<file path="config.mk">
export PLATFORM = sky130hd
export DESIGN_NAME = pll_reset_ce_gen
export DESIGN_NICKNAME = d
export VERILOG_FILES = /design/src/rtl/pll_reset_ce_gen.sv
export SDC_FILE = /design/constraint.sdc
export NUM_CORES = 1
export LEC_CHECK = 0
export CORE_MARGIN = 1.5
export CORE_UTILIZATION = 50
export CTS_CLUSTER_DIAMETER = 120
export DETAILED_ROUTE_END_ITERATION = 10
export PLACE_DENSITY = 0.8
export SYNTH_ARGS = -nofsm -noshare
export SYNTH_HDL_FRONTEND = slang
export SYNTH_SLANG_ARGS = --single-unit
</file>
<file path="constraint.sdc">
create_clock -name clk_sys -period 1.8 [get_ports clk_sys]
set_input_delay 0.36 -clock clk_sys [delete_from_list [all_inputs] [get_ports clk_sys]]
set_output_delay 0.36 -clock clk_sys [all_outputs]
set_load 0.01 [all_outputs]
</file>
<file path="src/rtl/pll_reset_ce_gen.sv">
// pll_reset_ce_gen: reset sequencer and clock-enable generator behind the system PLL.
//
// Qualifies the asynchronous PLL lock, holds the core in reset for a fixed time after
// qualification or after a soft-reset request, and produces divided clock enables
// while the core runs. Also counts lock losses that occur while the core is running.
//
// Ports
//   clk_sys        in   24 MHz PLL output clock, rising edge
//   rst_n          in   asynchronous active-low reset, clears all state
//   pll_locked     in   PLL lock, asynchronous to clk_sys
//   rst_req        in   soft reset request level, asynchronous
//   core_rst_n     out  qualified core reset, active-low, high only in RUN
//   ce_a           out  one-cycle enable every CE_DIV_A cycles in RUN
//   ce_b           out  one-cycle enable every CE_DIV_B cycles in RUN
//   seq_state      out  sequencer state: 00 WAIT_LOCK, 01 STABLE, 10 HOLD, 11 RUN
//   lock_loss_cnt  out  saturating count of lock losses seen in RUN

module pll_reset_ce_gen #(
  parameter int unsigned SYNC_STAGES = 2,
  parameter int unsigned LOCK_STABLE = 1024,
  parameter int unsigned RST_HOLD    = 16,
  parameter int unsigned CE_DIV_A    = 4,
  parameter int unsigned CE_DIV_B    = 10
) (
  input  logic       clk_sys,
  input  logic       rst_n,
  input  logic       pll_locked,
  input  logic       rst_req,
  output logic       core_rst_n,
  output logic       ce_a,
  output logic       ce_b,
  output logic [1:0] seq_state,
  output logic [7:0] lock_loss_cnt
);

  localparam int unsigned StabW = $clog2(LOCK_STABLE);
  localparam int unsigned HoldW = $clog2(RST_HOLD);
  localparam int unsigned DivAW = $clog2(CE_DIV_A);
  localparam int unsigned DivBW = $clog2(CE_DIV_B);

  localparam logic [StabW-1:0] StabLast = StabW'(LOCK_STABLE - 1);
  localparam logic [HoldW-1:0] HoldLast = HoldW'(RST_HOLD - 1);
  localparam logic [DivAW-1:0] DivALast = DivAW'(CE_DIV_A - 1);
  localparam logic [DivBW-1:0] DivBLast = DivBW'(CE_DIV_B - 1);

  typedef enum logic [1:0] {
    StWaitLock = 2'b00,
    StStable   = 2'b01,
    StHold     = 2'b10,
    StRun      = 2'b11
  } seq_state_e;

  seq_state_e             state_q, state_d;
  logic [SYNC_STAGES-1:0] lock_sync_q, req_sync_q;
  logic [StabW-1:0]       stab_q, stab_d;
  logic [HoldW-1:0]       hold_q, hold_d;
  logic [DivAW-1:0]       div_a_q, div_a_d;
  logic [DivBW-1:0]       div_b_q, div_b_d;
  logic [7:0]             loss_q, loss_d;
  logic                   core_rst_n_q;
  logic                   ce_a_q, ce_a_d;
  logic                   ce_b_q, ce_b_d;
  logic                   lock_s, req_s;
  logic                   run_stay;

  assign lock_s = lock_sync_q[SYNC_STAGES-1];
  assign req_s  = req_sync_q[SYNC_STAGES-1];

  // Sequencer next state. A lock drop is checked first in every state so it always
  // restarts qualification and wins over a simultaneous soft-reset request.
  always_comb begin
    state_d = state_q;
    stab_d  = stab_q;
    hold_d  = hold_q;
    loss_d  = loss_q;
    case (state_q)
      StWaitLock: begin
        stab_d = '0;
        if (lock_s) state_d = StStable;
      end
      StStable: begin
        if (!lock_s) begin
          state_d = StWaitLock;
          stab_d  = '0;
        end else if (stab_q == StabLast) begin
          state_d = StHold;
          stab_d  = '0;
          hold_d  = '0;
        end else begin
          stab_d = stab_q + StabW'(1);
        end
      end
      StHold: begin
        if (!lock_s) begin
          state_d = StWaitLock;
          hold_d  = '0;
        end else if (req_s) begin
          // Hold time is measured from the release of the request.
          hold_d = '0;
        end else if (hold_q == HoldLast) begin
          state_d = StRun;
          hold_d  = '0;
        end else begin
          hold_d = hold_q + HoldW'(1);
        end
      end
      StRun: begin
        if (!lock_s) begin
          state_d = StWaitLock;
          if (loss_q != 8'hFF) loss_d = loss_q + 8'd1;
        end else if (req_s) begin
          state_d = StHold;
          hold_d  = '0;
        end
      end
      default: state_d = StWaitLock;
    endcase
  end

  // Dividers only advance while RUN persists across the edge, so they start from 0 on
  // entry and the enables are forced low on the edge that leaves RUN.
  assign run_stay = (state_q == StRun) && (state_d == StRun);

  always_comb begin
    div_a_d = '0;
    div_b_d = '0;
    ce_a_d  = 1'b0;
    ce_b_d  = 1'b0;
    if (run_stay) begin
      ce_a_d  = (div_a_q == DivALast);
      ce_b_d  = (div_b_q == DivBLast);
      div_a_d = ce_a_d ? '0 : div_a_q + DivAW'(1);
      div_b_d = ce_b_d ? '0 : div_b_q + DivBW'(1);
    end
  end

  always_ff @(posedge clk_sys or negedge rst_n) begin
    if (!rst_n) begin
      lock_sync_q  <= '0;
      req_sync_q   <= '0;
      state_q      <= StWaitLock;
      stab_q       <= '0;
      hold_q       <= '0;
      div_a_q      <= '0;
      div_b_q      <= '0;
      loss_q       <= '0;
      core_rst_n_q <= 1'b0;
      ce_a_q       <= 1'b0;
      ce_b_q       <= 1'b0;
    end else begin
      lock_sync_q  <= {lock_sync_q[SYNC_STAGES-2:0], pll_locked};
      req_sync_q   <= {req_sync_q[SYNC_STAGES-2:0], rst_req};
      state_q      <= state_d;
      stab_q       <= stab_d;
      hold_q       <= hold_d;
      div_a_q      <= div_a_d;
      div_b_q      <= div_b_d;
      loss_q       <= loss_d;
      core_rst_n_q <= (state_d == StRun);
      ce_a_q       <= ce_a_d;
      ce_b_q       <= ce_b_d;
    end
  end

  assign core_rst_n    = core_rst_n_q;
  assign ce_a          = ce_a_q;
  assign ce_b          = ce_b_q;
  assign seq_state     = state_q;
  assign lock_loss_cnt = loss_q;

endmodule

</file>
==> results.json <==
{
  "std_cell_rows": 21,
  "netlist_top_cells_area": "dfrtp_1, ha_1, nand2_1, nand3_1, xor2_1",
  "hold_path.class": "reg -> reg",
  "die_area_sq_um": 3786,
  "numCtsBuffers": 5,
  "final_cells": 231,
  "cts-root-buf": "clkbuf_4",
  "dieHeight_um": 61.53,
  "grt_pass1_vias": 1209,
  "setup_tns_ps": 0,
  "cts_max_level": 2,
  "diodes": 0,
  "initial_utilization_pct": 51.74,
  "grt_pass1_wl_um": 5306,
  "power_frac_comb_pct": 4.4,
  "status": "finished, final reports clean",
  "hpwl_um": 2280,
  "post_drt_wl_per_cell_um": 13.79,
  "detail-route-antenna-nets": 0,
  "met2_usage_pct": 32.18,
  "cts_tree": "built",
  "use_met1_pct": 24.08,
  "drt_iter0_drc": 27,
  "dr_total_vias": 1277,
  "pin_count": 17,
  "drive_gt1_share_pct": 14.59,
  "report.final.hold_viol_count": 0,
  "grt_usage_pct": 19.37,
  "synth-seq-area-share_pct": 54.05,
  "grt_antenna_before_repair": 0,
  "globalplace.congestion": 0.7718,
  "critPathMaxFanout": 4,
  "synth_cell_types": 38,
  "maxCapViolCount": 0,
  "synth_area_sq_um": 1713,
  "coreArea_sq_um": 3311,
  "fin_crit_ps": 1718,
  "critPathLaunchType": "flop",
  "grt.busiest_layer": "met2",
  "max_freq_ghz": 0.5820,
  "synth_cells": 156,
  "seqPwrFrac_pct": 64.2,
  "clkLatencyLatePin_ps": 340,
  "drtPass1Iterations": 4,
  "synth_top_area_share_pct": 54.05,
  "vias_per_cell": 5.528,
  "numPortBuffers": 16,
  "area_delta_synth_final_pct": 18.63,
  "grt_max_degree": 38,
  "p_sw_share_pct": 23.40,
  "yosys_register_bits": 37,
  "crit_type": "reg -> reg",
  "path_clk_slew_ps": 110,
  "yosysWarnings": 0,
  "drcViolationCount": 0,
  "dp.cells": 221,
  "clk_path_buf_depth": 2,
  "fin_crit_sh_pct": 95.46,
  "critical_path.endpoint_type": "flop",
  "grtUsageMet3_pct": 6.303,
  "avgSynthCellArea_sq_um": 10.98,
  "fillCellCount": 283,
  "setup_viol": 0,
  "crit_required_ps": 2080,
  "hold_buffers": 0,
  "synth_nets": 166,
  "layout.nets": 194,
  "clock_power_share_pct": 31.4,
  "maxSlewHeadroom_pct": 69.92,
  "leakage_uw": 0.0009632,
  "fin_skew_ps": 8.992,
  "p_per_area_nw_per_um2": 649.6,
  "worstMarginPinSlew_ps": 451.3,
  "vdd_drop_max_v": 0.0004647,
  "cts.sinks": 37,
  "p_int_uw": 1011,
  "final_max_slew_viol_count": 0,
  "synth_top_area_cell": "dfrtp_1",
  "wl_um": 3185,
  "arrival_ps": 2000,
  "p_sw_uw": 308.9,
  "overflow": 0,
  "die_w_um": 61.53
}
[synth_stat cells, drive strengths merged]
cell	count
a211o	1
a21o	4
a21oi	4
a22o	2
a22oi	1
a31oi	2
a41oi	1
and2	2
and3	2
and4	3
and4bb	1
buf	4
clkbuf	1
dfrtp	37
ha	6
inv	2
mux2	1
mux2i	1
nand2	20
nand3	11
nand3b	3
nand4	4
nand4b	1
nor2	11
nor3	6
nor3b	1
nor4b	1
o2111a	1
o2111ai	1
o211ai	1
o21ai	8
or2	1
or4b	1
xnor2	4
xor2	6
[final timing paths]
check	startpoint	endpoint	slack (ps)	depth (start not counted)
min in group asynchronous	rst_n	stab_q[7]$_DFFE_PN0P_	430	2
worst max register to register	stab_q[0]$_DFFE_PN0P_	stab_q[5]$_DFFE_PN0P_	80	5
worst min register to register	lock_sync_q[0]$_DFF_PN0_	lock_sync_q[1]$_DFF_PN0_	370	0
max in group asynchronous	rst_n	seq_state[0]$_DFF_PN0_	1030	2
worst max-delay path	stab_q[0]$_DFFE_PN0P_	stab_q[5]$_DFFE_PN0P_	80	5
worst min-delay path	lock_sync_q[0]$_DFF_PN0_	lock_sync_q[1]$_DFF_PN0_	370	0
[repair_timing]
item / in CTS / in global routing
resized for setup: 1 / 2
setup endpoints to repair: 1 / 6
buffers inserted: 0 / 2
[registers in the layout, summed over array words and instances, names as in the netlist, 2 cells and up]
| name | cells |
|---|---|
| stab_q | 10 |
| lock_loss_cnt | 8 |
| div_b_q | 4 |
| hold_q | 4 |
| div_a_q | 2 |
| lock_sync_q | 2 |
| req_sync_q | 2 |
| seq_state | 2 |
[power by group through the flow]
stage | Combinational, uW | Sequential, uW | Clock (uW)
after global routing | 67.3 | 848 | 473
final | 58.6 | 847 | 415
after floorplan | 21.1 | 861 | 0
after CTS | 55.5 | 847 | 433
after detailed placement | 55.3 | 864 | 0
after global placement | 53.4 | 863 | 0
[cell usage in the layout (no fill, tap or decap), types with 4 or more instances in the layout]
master            n
dfrtp_1          35
nor3_1            6
nor2_1           11
a21o_1            4
nand3_1          11
buf_4            10
ha_1              6
nand4_1           4
a21oi_1           4
clkbuf_4          5
nand2_1          20
xnor2_1           4
o21ai_0           8
clkdlybuf4s50_1  16
xor2_1            6
[layer usage]
layer | wire length, um | vias to the layer above
met1 | 1431 | 620
met5 | 0 | -
li1 | - | 616
met4 | 38 | 0
met3 | 132 | 7
met2 | 1582 | 34
[final cells by class]
class	count	area [sq um]	area share (%)
Clock buffer	5	37.54	1.847
Clock inverter	3	17.52	0.8621
Inverter	2	7.507	0.3695
Multi-Input combinational cell	112	748.2	36.82
Sequential cell	37	928.4	45.69
Tap cell	46	57.56	2.833
Timing Repair Buffer	26	235.2	11.58
[through the flow]
step	hold slack, ps	instance area, sq um	setup WS (ps)	total power [uW]	util [%]
finish	367.6	2032	81.75	1320	61.38
global route	378.4	2032	-13.02	1388	61.38
CTS	365.7	2011	22.40	1336	60.73
detailed placement	341.0	1954	48.34	919.0	59.03
global placement	336.5	1954	132.2	916.2	59.03
floorplan	64.41	1713	36.91	882.2	-
[critical path: stages, from the launching register on]
cell     delay [ps]
dfrtp_1         410
ha_1            220
and3_1          250
a41oi_4         230
or4b_1          460
nand3_1         100
[kinds of logic after synthesis]
family                   count (synthesis)  share of synthesized area [%]
AO/OA/AOI/OAI                           26                          11.18
XOR/XNOR                                10                          5.113
adder cells (fa/ha/maj)                  6                          4.383
buffers and inverters                    7                          2.556
flip-flops                              37                          54.05
multiplexers                             2                          1.242
AND/OR/NAND/NOR                         68                          21.48
(Power assumes the default switching activity.)
